`src/rtl/rv32_pkg.sv`:
```
// Shared encodings for the memory arbiter: access widths, FSM states and byte-enable patterns.
package rv32_pkg;

    typedef enum logic [1:0] {
        BYTE       = 2'b00,
        HALF       = 2'b01,
        WORD       = 2'b10,
        WL_ILLEGAL = 2'b11
    } word_len_e;

    typedef enum logic [1:0] {
        IDLE   = 2'd0,
        IF_ACC = 2'd1,
        LS_ACC = 2'd2,
        ERR    = 2'd3
    } arb_state_e;

    localparam logic [3:0] BE_NONE = 4'b0000;
    localparam logic [3:0] BE_BYTE = 4'b0001;
    localparam logic [3:0] BE_HALF = 4'b0011;
    localparam logic [3:0] BE_WORD = 4'b1111;

endpackage

```
`src/rtl/mem_arbiter_if.sv`:
```
// Bus bundle between the fetch unit, the load/store unit, the memory port and the arbiter.
interface mem_arbiter_if #(
    parameter int ADDR_W = 32
);
    logic              if_req;
    logic [ADDR_W-1:0] if_addr;
    logic              if_gnt;
    logic              if_valid;
    logic [31:0]       if_rdata;

    logic              ls_req;
    logic              ls_we;
    logic [ADDR_W-1:0] ls_addr;
    logic [31:0]       ls_wdata;
    logic [1:0]        ls_word_length;
    logic              ls_gnt;
    logic              ls_valid;
    logic [31:0]       ls_rdata;
    logic              ls_misalign;

    logic              mem_req;
    logic              mem_we;
    logic [ADDR_W-1:0] mem_addr;
    logic [31:0]       mem_wdata;
    logic [3:0]        mem_be;
    logic              mem_ready;
    logic [31:0]       mem_rdata;
    logic              timeout;

    modport slave (
        input  if_req, if_addr, ls_req, ls_we, ls_addr, ls_wdata, ls_word_length,
               mem_ready, mem_rdata,
        output if_gnt, if_valid, if_rdata, ls_gnt, ls_valid, ls_rdata, ls_misalign,
               mem_req, mem_we, mem_addr, mem_wdata, mem_be, timeout
    );

    modport master (
        output if_req, if_addr, ls_req, ls_we, ls_addr, ls_wdata, ls_word_length,
               mem_ready, mem_rdata,
        input  if_gnt, if_valid, if_rdata, ls_gnt, ls_valid, ls_rdata, ls_misalign,
               mem_req, mem_we, mem_addr, mem_wdata, mem_be, timeout
    );

endinterface

```
`src/rtl/mem_lane_steer.sv`:
```
// Combinational lane steering for load/store accesses: byte enables, write-data replication
// and misalignment detection.
module mem_lane_steer
    import rv32_pkg::*;
(
    input  logic [1:0]  word_length,
    input  logic [1:0]  addr_lo,
    input  logic [31:0] wdata,
    output logic [3:0]  be,
    output logic [31:0] wdata_steer,
    output logic        misalign
);

    always_comb begin
        be          = BE_NONE;
        wdata_steer = wdata;
        misalign    = 1'b0;
        case (word_length)
            BYTE: begin
                be          = BE_BYTE << addr_lo;
                wdata_steer = {4{wdata[7:0]}};
            end
            HALF: begin
                be          = BE_HALF << {addr_lo[1], 1'b0};
                wdata_steer = {2{wdata[15:0]}};
                misalign    = addr_lo[0];
            end
            WORD: begin
                be       = BE_WORD;
                misalign = (addr_lo != 2'b00);
            end
            default: misalign = 1'b1;
        endcase
    end

endmodule

```
`src/rtl/mem_arbiter.sv`:
```
// Shares one memory port between fetch and load/store requesters, with access timeout.
// Define MEM_ARB_RR_EN to break simultaneous-request ties round-robin instead of favouring ls.
module mem_arbiter
    import rv32_pkg::*;
#(
    parameter int TIMEOUT_CYC = 255,
    parameter int ADDR_W      = 32
) (
    input  logic         clk,
    input  logic         rst,
    mem_arbiter_if.slave bus
);
    // state  | meaning
    // IDLE   | nothing in flight; grants issued combinationally here
    // IF_ACC | fetch read presented on the memory port
    // LS_ACC | load/store presented on the memory port
    // ERR    | one-cycle rejection of a misaligned load/store

    localparam int               CNT_W      = $clog2(TIMEOUT_CYC + 2);
    localparam bit               TO_EN      = (TIMEOUT_CYC != 0);
    localparam logic [CNT_W-1:0] CNT_TC     = CNT_W'((TIMEOUT_CYC > 0) ? TIMEOUT_CYC - 1 : 0);
    localparam logic [ADDR_W-1:0] ALIGN_MASK = ~ADDR_W'(3);

    arb_state_e       state;
    logic [CNT_W-1:0] wait_cnt;
    logic [3:0]       steer_be;
    logic [31:0]      steer_wdata;
    logic             steer_misalign;
    logic             pick_ls;
    logic             grant_ls;
    logic             grant_if;
    logic             in_acc;
    logic             done;
    logic             expired;

    mem_lane_steer u_steer (
        .word_length (bus.ls_word_length),
        .addr_lo     (bus.ls_addr[1:0]),
        .wdata       (bus.ls_wdata),
        .be          (steer_be),
        .wdata_steer (steer_wdata),
        .misalign    (steer_misalign)
    );

`ifdef MEM_ARB_RR_EN
    logic last_ls;

    // On a tie, whoever won last time yields.
    always_comb pick_ls = bus.ls_req && !(bus.if_req && last_ls);

    always_ff @(posedge clk or posedge rst) begin
        if (rst)           last_ls <= 1'b0;
        else if (grant_ls) last_ls <= 1'b1;
        else if (grant_if) last_ls <= 1'b0;
    end
`else
    always_comb pick_ls = bus.ls_req;
`endif

    assign grant_ls    = (state == IDLE) && !rst && pick_ls;
    assign grant_if    = (state == IDLE) && !rst && bus.if_req && !pick_ls;
    assign bus.ls_gnt  = grant_ls;
    assign bus.if_gnt  = grant_if;
    assign in_acc      = (state == IF_ACC) || (state == LS_ACC);
    assign bus.mem_req = in_acc;
    assign done        = in_acc && bus.mem_ready;
    // A ready on the last allowed wait cycle still completes the access.
    assign expired     = TO_EN && in_acc && !bus.mem_ready && (wait_cnt == CNT_TC);

    always_ff @(posedge clk or posedge rst) begin
        if (rst) begin
            state           <= IDLE;
            wait_cnt        <= '0;
            bus.mem_we      <= 1'b0;
            bus.mem_addr    <= '0;
            bus.mem_wdata   <= '0;
            bus.mem_be      <= BE_NONE;
            bus.if_valid    <= 1'b0;
            bus.if_rdata    <= '0;
            bus.ls_valid    <= 1'b0;
            bus.ls_rdata    <= '0;
            bus.ls_misalign <= 1'b0;
            bus.timeout     <= 1'b0;
        end else begin
            bus.if_valid    <= 1'b0;
            bus.ls_valid    <= 1'b0;
            bus.ls_misalign <= 1'b0;
            bus.timeout     <= 1'b0;
            case (state)
                IDLE: begin
                    wait_cnt <= '0;
                    if (grant_ls && steer_misalign) begin
                        state           <= ERR;
                        bus.ls_valid    <= 1'b1;
                        bus.ls_misalign <= 1'b1;
                        bus.ls_rdata    <= '0;
                    end else if (grant_ls) begin
                        state         <= LS_ACC;
                        bus.mem_we    <= bus.ls_we;
                        bus.mem_addr  <= bus.ls_addr & ALIGN_MASK;
                        bus.mem_wdata <= steer_wdata;
                        bus.mem_be    <= steer_be;
                    end else if (grant_if) begin
                        state         <= IF_ACC;
                        bus.mem_we    <= 1'b0;
                        bus.mem_addr  <= bus.if_addr & ALIGN_MASK;
                        bus.mem_wdata <= '0;
                        bus.mem_be    <= BE_WORD;
                    end
                end
                IF_ACC, LS_ACC: begin
                    wait_cnt <= wait_cnt + 1'b1;
                    if (done || expired) begin
                        state       <= IDLE;
                        bus.timeout <= expired;
                        if (state == IF_ACC) begin
                            bus.if_valid <= 1'b1;
                            bus.if_rdata <= done ? bus.mem_rdata : '0;
                        end else begin
                            bus.ls_valid <= 1'b1;
                            bus.ls_rdata <= (done && !bus.mem_we) ? bus.mem_rdata : '0;
                        end
                    end
                end
                default: state <= IDLE;
            endcase
        end
    end

endmodule

```
`src/flat_wrapper.sv`:
```
// flat-port wrapper written by rule: the top's interface ports become plain ports
module mem_arbiter_flat import rv32_pkg::*;
#(
    parameter int TIMEOUT_CYC = 255,
    parameter int ADDR_W      = 32
)
  (clk, rst, bus_if_req, bus_if_addr, bus_ls_req, bus_ls_we, bus_ls_addr, bus_ls_wdata, bus_ls_word_length, bus_mem_ready, bus_mem_rdata, bus_if_gnt, bus_if_valid, bus_if_rdata, bus_ls_gnt, bus_ls_valid, bus_ls_rdata, bus_ls_misalign, bus_mem_req, bus_mem_we, bus_mem_addr, bus_mem_wdata, bus_mem_be, bus_timeout);
  mem_arbiter_if #(.ADDR_W(ADDR_W)) bus_i ();
  input  logic clk;
  input  logic rst;
  input wire logic [$bits(bus_i.if_req)-1:0] bus_if_req;
  input wire logic [$bits(bus_i.if_addr)-1:0] bus_if_addr;
  input wire logic [$bits(bus_i.ls_req)-1:0] bus_ls_req;
  input wire logic [$bits(bus_i.ls_we)-1:0] bus_ls_we;
  input wire logic [$bits(bus_i.ls_addr)-1:0] bus_ls_addr;
  input wire logic [$bits(bus_i.ls_wdata)-1:0] bus_ls_wdata;
  input wire logic [$bits(bus_i.ls_word_length)-1:0] bus_ls_word_length;
  input wire logic [$bits(bus_i.mem_ready)-1:0] bus_mem_ready;
  input wire logic [$bits(bus_i.mem_rdata)-1:0] bus_mem_rdata;
  output wire logic [$bits(bus_i.if_gnt)-1:0] bus_if_gnt;
  output wire logic [$bits(bus_i.if_valid)-1:0] bus_if_valid;
  output wire logic [$bits(bus_i.if_rdata)-1:0] bus_if_rdata;
  output wire logic [$bits(bus_i.ls_gnt)-1:0] bus_ls_gnt;
  output wire logic [$bits(bus_i.ls_valid)-1:0] bus_ls_valid;
  output wire logic [$bits(bus_i.ls_rdata)-1:0] bus_ls_rdata;
  output wire logic [$bits(bus_i.ls_misalign)-1:0] bus_ls_misalign;
  output wire logic [$bits(bus_i.mem_req)-1:0] bus_mem_req;
  output wire logic [$bits(bus_i.mem_we)-1:0] bus_mem_we;
  output wire logic [$bits(bus_i.mem_addr)-1:0] bus_mem_addr;
  output wire logic [$bits(bus_i.mem_wdata)-1:0] bus_mem_wdata;
  output wire logic [$bits(bus_i.mem_be)-1:0] bus_mem_be;
  output wire logic [$bits(bus_i.timeout)-1:0] bus_timeout;
  assign bus_i.if_req = bus_if_req;
  assign bus_i.if_addr = bus_if_addr;
  assign bus_i.ls_req = bus_ls_req;
  assign bus_i.ls_we = bus_ls_we;
  assign bus_i.ls_addr = bus_ls_addr;
  assign bus_i.ls_wdata = bus_ls_wdata;
  assign bus_i.ls_word_length = bus_ls_word_length;
  assign bus_i.mem_ready = bus_mem_ready;
  assign bus_i.mem_rdata = bus_mem_rdata;
  assign bus_if_gnt = bus_i.if_gnt;
  assign bus_if_valid = bus_i.if_valid;
  assign bus_if_rdata = bus_i.if_rdata;
  assign bus_ls_gnt = bus_i.ls_gnt;
  assign bus_ls_valid = bus_i.ls_valid;
  assign bus_ls_rdata = bus_i.ls_rdata;
  assign bus_ls_misalign = bus_i.ls_misalign;
  assign bus_mem_req = bus_i.mem_req;
  assign bus_mem_we = bus_i.mem_we;
  assign bus_mem_addr = bus_i.mem_addr;
  assign bus_mem_wdata = bus_i.mem_wdata;
  assign bus_mem_be = bus_i.mem_be;
  assign bus_timeout = bus_i.timeout;
  mem_arbiter #(.TIMEOUT_CYC(TIMEOUT_CYC), .ADDR_W(ADDR_W)) u_core (.clk(clk), .rst(rst), .bus(bus_i));
endmodule
```
`config.mk`:
```
export PLATFORM = sky130hd
export DESIGN_NAME = mem_arbiter_flat
export DESIGN_NICKNAME = d
export VERILOG_FILES = /design/src/rtl/rv32_pkg.sv /design/src/rtl/mem_arbiter_if.sv /design/src/rtl/mem_lane_steer.sv /design/src/rtl/mem_arbiter.sv /design/src/flat_wrapper.sv
export SDC_FILE = /design/constraint.sdc
export NUM_CORES = 1
export LEC_CHECK = 0
export ABC_CLOCK_PERIOD_IN_PS = 4810
export CORE_MARGIN = 3
export CORE_UTILIZATION = 39
export CTS_CLUSTER_SIZE = 24
export DETAILED_ROUTE_END_ITERATION = 7
export PLACE_DENSITY = 0.77
export SLEW_MARGIN = 40
export SYNTH_ARGS = -nofsm -noshare
export SYNTH_HDL_FRONTEND = slang
export SYNTH_SLANG_ARGS = --single-unit
```
`constraint.sdc`:
```
create_clock -name clk -period 4.81 [get_ports clk]
set_input_delay 0.481 -clock clk [delete_from_list [all_inputs] [get_ports clk]]
set_output_delay 0.481 -clock clk [all_outputs]
set_load 0.03 [all_outputs]
```
# Word level (Yosys, flattened, before mapping)
# Cells that the tools add are included.
word_totals:
  latch_bits: 0
  ff_bits: 148
  mem_bits_ro: 0
  mem_count: 0
  ramBits: 0
op_classes:
  muxes: 33
  n_eq_ne: 9
  n_addsub: 1
  reduce_logical: 25
  bitwise: 1
  div_mod_pow: 0
  n_mul: 0
  n_shift: 2
  magnitude_cmp: 0
ops:
  columns: ["cell", "n"]
  rows:
  - ["two-way mux 32 bit", 9]
  - ["case mux 32 bit (2 select lines)", 2]
  - ["case mux 9 bit (2 select lines)", 1]
  - ["case mux 4 bit (3 select lines)", 1]
  - ["two-way mux 1 bit", 11]
  - ["adder 9 x 1 -> 9 bit (second input constant)", 1]
  - ["equality test 9 x 8 -> 1 bit (second input constant)", 1]
  - ["logical AND 1 bit", 9]
  - ["two-way mux 2 bit", 4]
  - ["two-way mux 4 bit", 2]
  - ["AND reduction 3 bit", 2]
  - ["nonzero test 2 bit", 3]
  - ["equality test 2 x 1 -> 1 bit (second input constant)", 2]
  - ["equality test 2 bit (second input constant)", 2]
  - ["zero test 1 bit", 4]
  - ["zero test 2 bit", 2]
  - ["inequality test 2 bit (second input constant)", 2]
  - ["inequality test 4 x 3 -> 1 bit (second input constant)", 1]
  - ["case mux 2 bit (2 select lines)", 1]
  - ["AND reduction 4 bit", 1]
  - ["<< shifter 1 x 2 -> 4 bit (first input constant)", 1]
  - ["<< shifter 2 x 2 -> 4 bit (first input constant)", 1]
  - ["case mux 1 bit (3 select lines)", 1]
  - ["logical OR 1 bit", 2]
  - ["5 further kinds", 5]

# Logic depth before layout (Yosys ltp)
# Gate-level depths: netlist of the first run.
logic_depth:
  ltp_word: 8
  mapped_depth: 9
  ltp_nobuf: 7

# Modules after synthesis
# Synthesis of the first run repeated with hierarchy kept, for this count alone.
unflattened:
  hier_cells: 677
  hier_area_um2: 7417.1
modules_own_cells:
  columns: ["mod", "cells_per_inst", "instances", "area_each_um2"]
  rows:
  - ["mem_arbiter", 608, 1, 6842.8]
  - ["mem_lane_steer", 69, 1, 574.3]

# Worst setup path after synthesis of the first run
# Ideal clock, no wire load.
synth_path:
  path_kind: "input port to flip-flop"
  start: "in rst"
  end: "reg u_core.bus.mem_addr[10] in the netlist's numbering"
  slack_ps: -180
  path_stages: 6
  setup_time_ps: 125
  arrival_ps: 4866
  required_time_ps: 4685
  path_cell_list: "inv_1 -> nand4b_1 -> nand2_1 -> buf_2 -> buf_2 -> mux2_2"
synth_via:
  elab_chain_cells: 6
  word_cells_on_any_way: 10
synth_rtl:
  columns: ["element", "line_no", "text"]
  rows:
  - ["start: declaration", "flat_wrapper.sv:10", "input logic rst;"]
  - ["zero test 1 bit *", "mem_arbiter.sv:60, mem_arbiter.sv:61", null]
  - ["logical AND 1 bit *", "mem_arbiter.sv:60, mem_arbiter.sv:61", null]
  - ["logical AND 1 bit (on tied branches)", "mem_arbiter.sv:61, mem_arbiter.sv:60", null]
  - ["logical AND 1 bit (on tied branches)", "mem_arbiter.sv:61, mem_arbiter.sv:92", null]
  - ["nonzero test 2 bit (no source line) or inverter 1 bit (tied branches)", null, null]
  - ["AND reduction 3 bit (no source line)", null, null]
  - ["end signal: assignment", "mem_arbiter.sv:100", "bus.mem_addr <= bus.ls_addr & ALIGN_MASK;"]
  - ["end signal: assignment", "mem_arbiter.sv:106", "bus.mem_addr <= bus.if_addr & ALIGN_MASK;"]
  - ["end: declaration", "mem_arbiter_if.sv:34", "mem_req, mem_we, mem_addr, mem_wdata, mem_be, timeout"]
# Mark *: on every way between the ends. The rest lies on a longest branch, timed or not.
# A chain may end at the register's enable or synchronous reset.

# Final worst setup path of the first run
layout_path:
  start: "reg u_core.state[0]"
  end: "out bus_ls_gnt"
layout_via:
  elab_chain_cells: 3
layout_rtl:
  columns: ["element", "line_no", "text"]
  rows:
  - ["start: declaration", "mem_arbiter.sv:24", "arb_state_e state;"]
  - ["start signal: assignment", "mem_arbiter.sv:72", "state <= IDLE;"]
  - ["start signal: assignment", "mem_arbiter.sv:93", "state <= ERR;"]
  - ["start signal: assignment", "mem_arbiter.sv:98", "state <= LS_ACC;"]
  - ["zero test 2 bit", "mem_arbiter.sv:60", "assign grant_ls = (state == IDLE) && !rst && pick_ls;"]
  - ["logical AND 1 bit (2 in a row)", "mem_arbiter.sv:60", null]
  - ["end: declaration", "flat_wrapper.sv:23", "output wire logic [$bits(bus_i.ls_gnt)-1:0] bus_ls_gnt;"]
# Every way passes these cells.

==> summary.md, run 1 <==
| Metric | Value |
|---|---|
| Number of flops mapped to enable cells by yosys | 0 |
| Crit path kind | reg -> out |
| Hold bufs inserted after CTS | 0 |
| Count of distinct cell types in the synthesized netlist | 42 |
| Run status | finished clean |
| Number of vias per cell | 5.09 |
| Die footprint | 18400 µm² |
| Sort of element at the end of the critical path | primary output |
| Delay contributed by the slowest stage of the critical path | 0.78 ns |
| Global routing usage summed across all routing layers | 20.6% |
| Top cell type's share of synthesized area | 55.6% |
| Worst EP arrival | 2.67 ns |
| Cell internal power dissipation | 3.79 mW |
| Count of cells along the worst register-to-register path | 7 |
| CTS tree | yes |
| Cell Chain, Critical Path | inv_1, ha_1, nand3b_2, inv_2, buf_4, clkdlybuf4s50_1 |
| Class of the worst hold path | reg -> reg |
| Dominant cells by area after synthesis | sky130_fd_sc_hd__dfrtp_1, sky130_fd_sc_hd__mux2_2, sky130_fd_sc_hd__a22o_1 |
| Layout area overhead | 53.2% |
| Area occupied by multi-input gates | 2640 µm² |
| Crit path time final | 3.15 ns |
| DRC violation count after routing | 0 |
| Number of antenna-violating nets in the routed design | 0 |
| Flip-flop cell with the highest count after synthesis | sky130_fd_sc_hd__dfrtp_1 |
| Number of non-filler instances in the completed layout | 1079 |
| Number of cells on the critical path | 6 |
| Ratio of cells with drive above 1 in the final layout | 13.2% |
| Detailed Route WL | 19000 µm |
| Final Hold Fails | 0 |
| H-Tree Depth | 4 |
| Number of cells produced by synthesis | 590 |
| CTS Sinks | 146 |
| Total of buffers placed on input and output ports | 271 |
| Last weighted congestion value of the routability-driven placer | 0.768 |
| Critical Path Fanout Max | 52 |
| Count of max-cap constraint violations | 0 |
| Fraction of the core area covered by cells at the end of the flow | 62.3% |
| Fraction of registers with async set or reset after synthesis | 100% |
| Horizontal extent of the die | 136 µm |
| Combinational share of power | 48.1% |
| First-pass GRT wire length | 29700 µm |
| Final nets | 992 |
| Sequential group share of total power | 30.6% |
| Summed instance area of the synthesized netlist | 6570 µm² |
| Slew HR | 54.2% |
| Period Utilization, post-route | 65.6% |
| Placed inst area | 9450 µm² |
| Power Density | 622 nW/µm² |
| VDD IR max | 0.000315 V |
| TritonCTS buffer count | 17 |
| Clk pwr share | 21.4% |
| Element type at the critical path start | flip-flop |
| Slowest stage cell on the critical path | sky130_fd_sc_hd__clkdlybuf4s50_1 |
| Final slew viol count | 0 |
| Clock insertion delay at the later pin of the skew report | 0.41 ns |
| Final Cell Area | 10100 µm² |
| HPWL after detailed placement | 13200 µm |
| I/O Pins | 276 |
| Routed len/inst | 17.6 µm |
| Fmax | 317 MHz |
| Seq. cell area | 3650 µm² |
| Number of inserted diodes | 0 |
| Post-synth top cells | sky130_fd_sc_hd__dfrtp_1, sky130_fd_sc_hd__nand2_1, sky130_fd_sc_hd__a22o_1 |
| Reg clk slew, reported paths | 0.07 ns |
| Fillers | 1321 |
| Core area | 16200 µm² |
| Number of design-rule violations left by the first detailed-router iteration | 236 |
| Fraction of power spent switching nets | 39.6% |
| Clock root buffer | sky130_fd_sc_hd__clkbuf_16 |
| Largest clock skew in the final design | 0.00629 ns |
| Synthesis-stage register bit count | 146 |
| P_sw | 2.48 mW |
| Overall power consumption | 6.27 mW |
| Required time at the worst-slack endpoint | 4.33 ns |
| Via count | 5495 |
| Largest net degree at the start of global routing | 147 |
| Number of gates given a new drive strength after cts | 0 |
| Remaining global-route overflow | 0 |
| Number of cells after detailed placement | 1046 |
| Initial antenna violation count | 0 |
| Most instantiated library cell after synthesis | sky130_fd_sc_hd__dfrtp_1 |
| Drt pass-1 iters | 4 |
| Setup TNS | 0 ns |
| Overall die height | 136 µm |
| Core Rows | 46 |
| Leakage power | 4.52 nW |
| Sequential cell area fraction in the yosys report | 55.6% |
| Tightest Pin Transition | 0.677 ns |
| Clock tree buffer depth | 2 |
| Number of buffers inserted by post-CTS setup repair | 0 |
| Starting density of the core | 40.6% |
| Synthesis warning total | 0 |
| Leading area contributor after synthesis | sky130_fd_sc_hd__dfrtp_1 |
| Hold path depth | 1 |
| Worst path bufs/invs | 4 |
| Final setup viols | 0 |
| Vias in the first global route | 5546 |
| RSZ-0062 raised after global routing | false |
| Avg Synthesized Cell Area | 11.1 µm² |
| CP top delay family | buffers and inverters |
==> area by class of cell <==
class | count | area share (%)
flip-flops and latches | 146 | 36.3
repair buffers | 281 | 28.1
multi-input cells | 384 | 26.2
clock buffers | 17 | 4.23
well taps | 216 | 2.68
clock inverters | 15 | 1.71
inverters | 20 | 0.783
==> cell usage in the layout (no fill, tap or decap), types with 9 or more instances in the layout <==
cell type                         synthesis  routed
sky130_fd_sc_hd__and3_1                  10      10
sky130_fd_sc_hd__mux2_2                  51      51
sky130_fd_sc_hd__mux2i_1                 25      25
sky130_fd_sc_hd__clkbuf_16                0      17
sky130_fd_sc_hd__a31o_2                   9       9
sky130_fd_sc_hd__nor2_1                  16      15
sky130_fd_sc_hd__a22o_1                  65      65
sky130_fd_sc_hd__nand2_1                122     121
sky130_fd_sc_hd__dfrtp_1                146     146
sky130_fd_sc_hd__inv_1                   19      18
sky130_fd_sc_hd__clkdlybuf4s50_1          0     270
sky130_fd_sc_hd__o21ai_0                 27      27
sky130_fd_sc_hd__a21oi_1                 18      18
==> state kept, by name, summed over array words and instances, names as in the netlist <==
register                flops
u_core.bus.if_valid         1
u_core.bus.ls_misalign      1
u_core.wait_cnt             9
u_core.state                2
u_core.bus.ls_rdata        32
u_core.bus.if_rdata        32
u_core.bus.mem_wdata       32
u_core.bus.mem_be           4
u_core.bus.mem_we           1
u_core.bus.ls_valid         1
u_core.bus.mem_addr        30
u_core.bus.timeout          1
==> power groups by stage <==
stage / Sequential, mW / Combinational, mW / Clock, mW
after floorplan: 2.76 / 0.961 / 0
final: 1.92 / 3.01 / 1.34
after detailed placement: 1.93 / 3.03 / 0
after global placement: 1.92 / 2.99 / 0
after global routing: 1.97 / 3.20 / 1.42
after CTS: 1.92 / 3.05 / 1.37
==> through the flow <==
step                hold WS (ns)  setup WS (ns)
global placement           0.481           1.42
floorplan                  0.471          0.898
global route               0.512           1.47
detailed placement         0.482           1.42
CTS                        0.500           1.60
finish                     0.500           1.66
==> kinds of logic (layout without fill, tap and decap cells) <==
family | Yosys count | in the layout | synth area share, %
other | 1 | 2 | 0.0571
AOI/OAI and AO/OA | 127 | 127 | 14.5
adders and majority gates | 6 | 6 | 1.14
DFF | 146 | 146 | 55.6
muxes | 76 | 76 | 12.5
buffers and inverters | 61 | 333 | 4.36
xor gates and xnor gates | 3 | 3 | 0.400
and+or+nand+nor | 170 | 170 | 11.3
==> per-layer routing <==
layer	GRT usage (%)	share of wire, %	wire [µm]	vias up
met3	8.80	10	1960	19
li1	-	-	-	2593
met2	32.6	47	8940	235
met5	0	0	0	-
met1	25.6	41	7780	2648
met4	6.27	1.8	347	0
==> final timing paths <==
check                                        start  slack (ns)                 endpoint
min in group asynchronous                      rst        0.52  u_core.bus.mem_wdata[4]
worst min register to register  u_core.wait_cnt[3]        0.50       u_core.wait_cnt[3]
max in group asynchronous                      rst        3.48  u_core.bus.mem_addr[24]
worst min-delay path            u_core.wait_cnt[3]        0.50       u_core.wait_cnt[3]
worst max-delay path               u_core.state[0]        1.66               bus_ls_gnt
worst max register to register     u_core.state[0]        1.94  u_core.bus.ls_rdata[24]
Power figures use the tool's default switching activity.
==> inputs of run 2 (changes only) <==
- ABC_CLOCK_PERIOD_IN_PS: 4810 -> 3200
- CORE_UTILIZATION: 39 -> 43
- PLACE_DENSITY: 0.77 -> 0.81
- clock period: 4.81 -> 3.2 ns (I/O delays scaled with it)
==> run 2 against run 1 <==
  * Flip-flop and latch count did not move
  * Core utilization rose by 5.5 points
  * Hold slack barely moved
  * Sequential share of layout area rose by 0.26 points
  * Via count rose by 3.0%
  * First-iteration DRC count rose by 34%
  * Design area fell by 0.71%
  * Die area fell by 8.9%
  * Register-to-register slack got worse by 1.4 ns
  * Sequential power rose by 51%
  * Power rose by 48%
  * Critical path depth fell by 1
  * Critical endpoint is now bus_if_gnt
  * Largest power group unchanged
==> summary.md, run 2 (synthesis results as in run 1) <==
| Metric | Value |
|---|---|
| Crit path kind | reg -> out |
| Remaining global-route overflow | 0 (unchanged) |
| Via count | 5659 (+3.0%) |
| Delay contributed by the slowest stage of the critical path | 0.68 ns (-0.10 ns) |
| Number of non-filler instances in the completed layout | 1049 (-2.8%) |
| Global routing usage summed across all routing layers | 22.8% (+2.3 points) |
| H-Tree Depth | 4 (unchanged) |
| Overall power consumption | 9.30 mW (+48%) |
| Fmax | 350 MHz |
| Leading cell type in the layout, fill and taps excluded | sky130_fd_sc_hd__clkdlybuf4s50_1 |
| Detailed Route WL | 19300 µm (+1.3%) |
| Clock insertion delay at the later pin of the skew report | 0.42 ns (about the same) |
| Placed inst area | 9450 µm² (about the same) |
| Total of buffers placed on input and output ports | 271 (unchanged) |
| Most used cell along the critical path | sky130_fd_sc_hd__inv_1 |
| Largest clock skew in the final design | 0.0105 ns (+0.00424 ns) |
| Drt pass-1 iters | 4 (unchanged) |
| Number of cells on the critical path | 5 (-1) |
| Number of gates given a new drive strength after cts | 0 (unchanged) |
| Count of max-cap constraint violations | 0 (unchanged) |
| Core area | 14800 µm² (-8.8%) |
| Reg clk slew, reported paths | 0.06 ns (about the same) |
| Starting density of the core | 44.5% (+3.9 points) |
| CP top delay family | buffers and inverters |
| Fillers | 1088 (-18%) |
| Core Rows | 44 (-4.3%) |
| Run status | finished clean |
| RSZ-0062 raised after global routing | false |
| Period Utilization, post-route | 89.2% |
| Commonest non-fill, non-tap cells in the layout | sky130_fd_sc_hd__clkdlybuf4s50_1, sky130_fd_sc_hd__dfrtp_1, sky130_fd_sc_hd__nand2_1, sky130_fd_sc_hd__a22o_1, sky130_fd_sc_hd__mux2_2 |
| Clock tree buffer depth | 2 (unchanged) |
| Ratio of cells with drive above 1 in the final layout | 13.4% (+0.20 points) |
| CTS Sinks | 146 (unchanged) |
| Final Hold Fails | 0 (unchanged) |
| Number of design-rule violations left by the first detailed-router iteration | 316 (+34%) |
| Final slew viol count | 0 (unchanged) |
| Slowest stage cell on the critical path | sky130_fd_sc_hd__clkdlybuf4s50_1 |
| Slew HR | 50.3% (-4.0 points) |
| Leakage power | 4.50 nW (-0.39%) |
| Routed len/inst | 18.4 µm (+4.1%) |
| I/O Pins | 276 (unchanged) |
| Class of the worst hold path | reg -> reg |
| Worst EP arrival | 2.53 ns (-0.14 ns) |
| Hold path depth | 1 (unchanged) |
| Element type at the critical path start | flip-flop |
| Worst path bufs/invs | 3 (-1) |
| Vias in the first global route | 5881 (+6.0%) |
| Die footprint | 16800 µm² (-8.9%) |
| Final setup viols | 0 (unchanged) |
| HPWL after detailed placement | 14000 µm (+6.2%) |
| Cell Chain, Critical Path | inv_1, ha_1, nand4b_1, inv_1, clkdlybuf4s50_1 |
| Number of cells after detailed placement | 1017 (-2.8%) |
| Final nets | 994 (+0.20%) |
| Clock root buffer | sky130_fd_sc_hd__clkbuf_16 |
| Initial antenna violation count | 0 (unchanged) |
| Power Density | 930 nW/µm² (+49%) |
| Count of cells along the worst register-to-register path | 6 (-1) |
| Number of vias per cell | 5.39 (+5.9%) |
| VDD IR max | 0.000430 V (+36%) |
| Layout area overhead | 52.1% |
| Regs by FF count | u_core.bus.if_rdata x32, u_core.bus.ls_rdata x32, u_core.bus.mem_wdata x32 |
| Horizontal extent of the die | 130 µm (-4.6%) |
| Number of inserted diodes | 0 (unchanged) |
| TritonCTS buffer count | 17 (unchanged) |
| Sort of element at the end of the critical path | primary output |
| Number of antenna-violating nets in the routed design | 0 (unchanged) |
| Final Cell Area | 10000 µm² (-0.71%) |
| DRC violation count after routing | 0 (unchanged) |
| Critical Path Fanout Max | 11 (-79%) |
| Tightest Pin Transition | 0.746 ns (+0.0691 ns) |
| Hold bufs inserted after CTS | 0 (unchanged) |
| Pre-CTS setup slack | 0.458 ns (-0.957 ns) |
| Fraction of the core area covered by cells at the end of the flow | 67.8% (+5.5 points) |
| Number of buffers inserted by post-CTS setup repair | 0 (unchanged) |
| First-pass GRT wire length | 30200 µm (+1.7%) |
| Final setup margin | 0.346 ns (-1.31 ns) |
| Overall die height | 130 µm (-4.6%) |
| Crit path time final | 2.85 ns |
| Last weighted congestion value of the routability-driven placer | 0.885 (+15%) |
| CTS tree | yes |
| Required time at the worst-slack endpoint | 2.88 ns (-1.45 ns) |
| Largest net degree at the start of global routing | 91 (-38%) |
## run 2: worst paths after layout
| kind | to | slack [ns] | from |
|---|---|---|---|
| hold reg to reg | u_core.bus.if_rdata[3] | 0.50 | u_core.bus.if_rdata[3] |
| setup / recovery | bus_if_gnt | 0.35 | u_core.state[0] |
| hold / removal | u_core.bus.if_rdata[3] | 0.50 | u_core.bus.if_rdata[3] |
| min in group asynchronous | u_core.bus.mem_wdata[3] | 0.58 | rst |
| max in group asynchronous | u_core.bus.mem_addr[20] | 1.41 | rst |
| setup reg to reg | u_core.bus.ls_rdata[18] | 0.52 | u_core.state[0] |
## run 2: area by class of cell
cell class	count	area [µm²]	share of cell area [%]
Sequential cell	146	3650	36.5
Clock inverter	15	124	1.24
Inverter	20	78.8	0.788
Multi-Input combinational cell	384	2670	26.7
Timing Repair Buffer	283	2820	28.2
Clock buffer	17	425	4.26
Tap cell	184	230	2.30
## run 2: report_power, final
part           total (mW)  internal [mW]  switching (mW)
logic                4.56           2.01            2.55
registers            2.89           2.51           0.376
clock network        1.85           1.01           0.836
total                9.30           5.54            3.76
## run 2: worst reg2reg max path, stage by stage, from the launching register on
cell and delay (ns):
sky130_fd_sc_hd__dfrtp_1 0.44, sky130_fd_sc_hd__inv_1 0.10, sky130_fd_sc_hd__ha_1 0.32, sky130_fd_sc_hd__nand3b_2 0.22, sky130_fd_sc_hd__or3_4 0.49, sky130_fd_sc_hd__a221o_2 0.64, sky130_fd_sc_hd__a22o_1 0.36
## run 2: routing by layer
layer	track usage, %	part of all wire [%]	vias to the layer above
met2	37.9	49	256
met5	0	0	-
met4	8.25	2.1	0
met1	27.5	40	2768
met3	8.12	8.8	35
li1	-	-	2600
## run 2: through the flow
| stage | hold WS [ns] | TNS (ns) |
|---|---|---|
| floorplan | 0.453 | -30.34 |
| global placement | 0.482 | 0 |
| detailed placement | 0.485 | 0 |
| CTS | 0.501 | 0 |
| global route | 0.511 | 0 |
| finish | 0.500 | 0 |
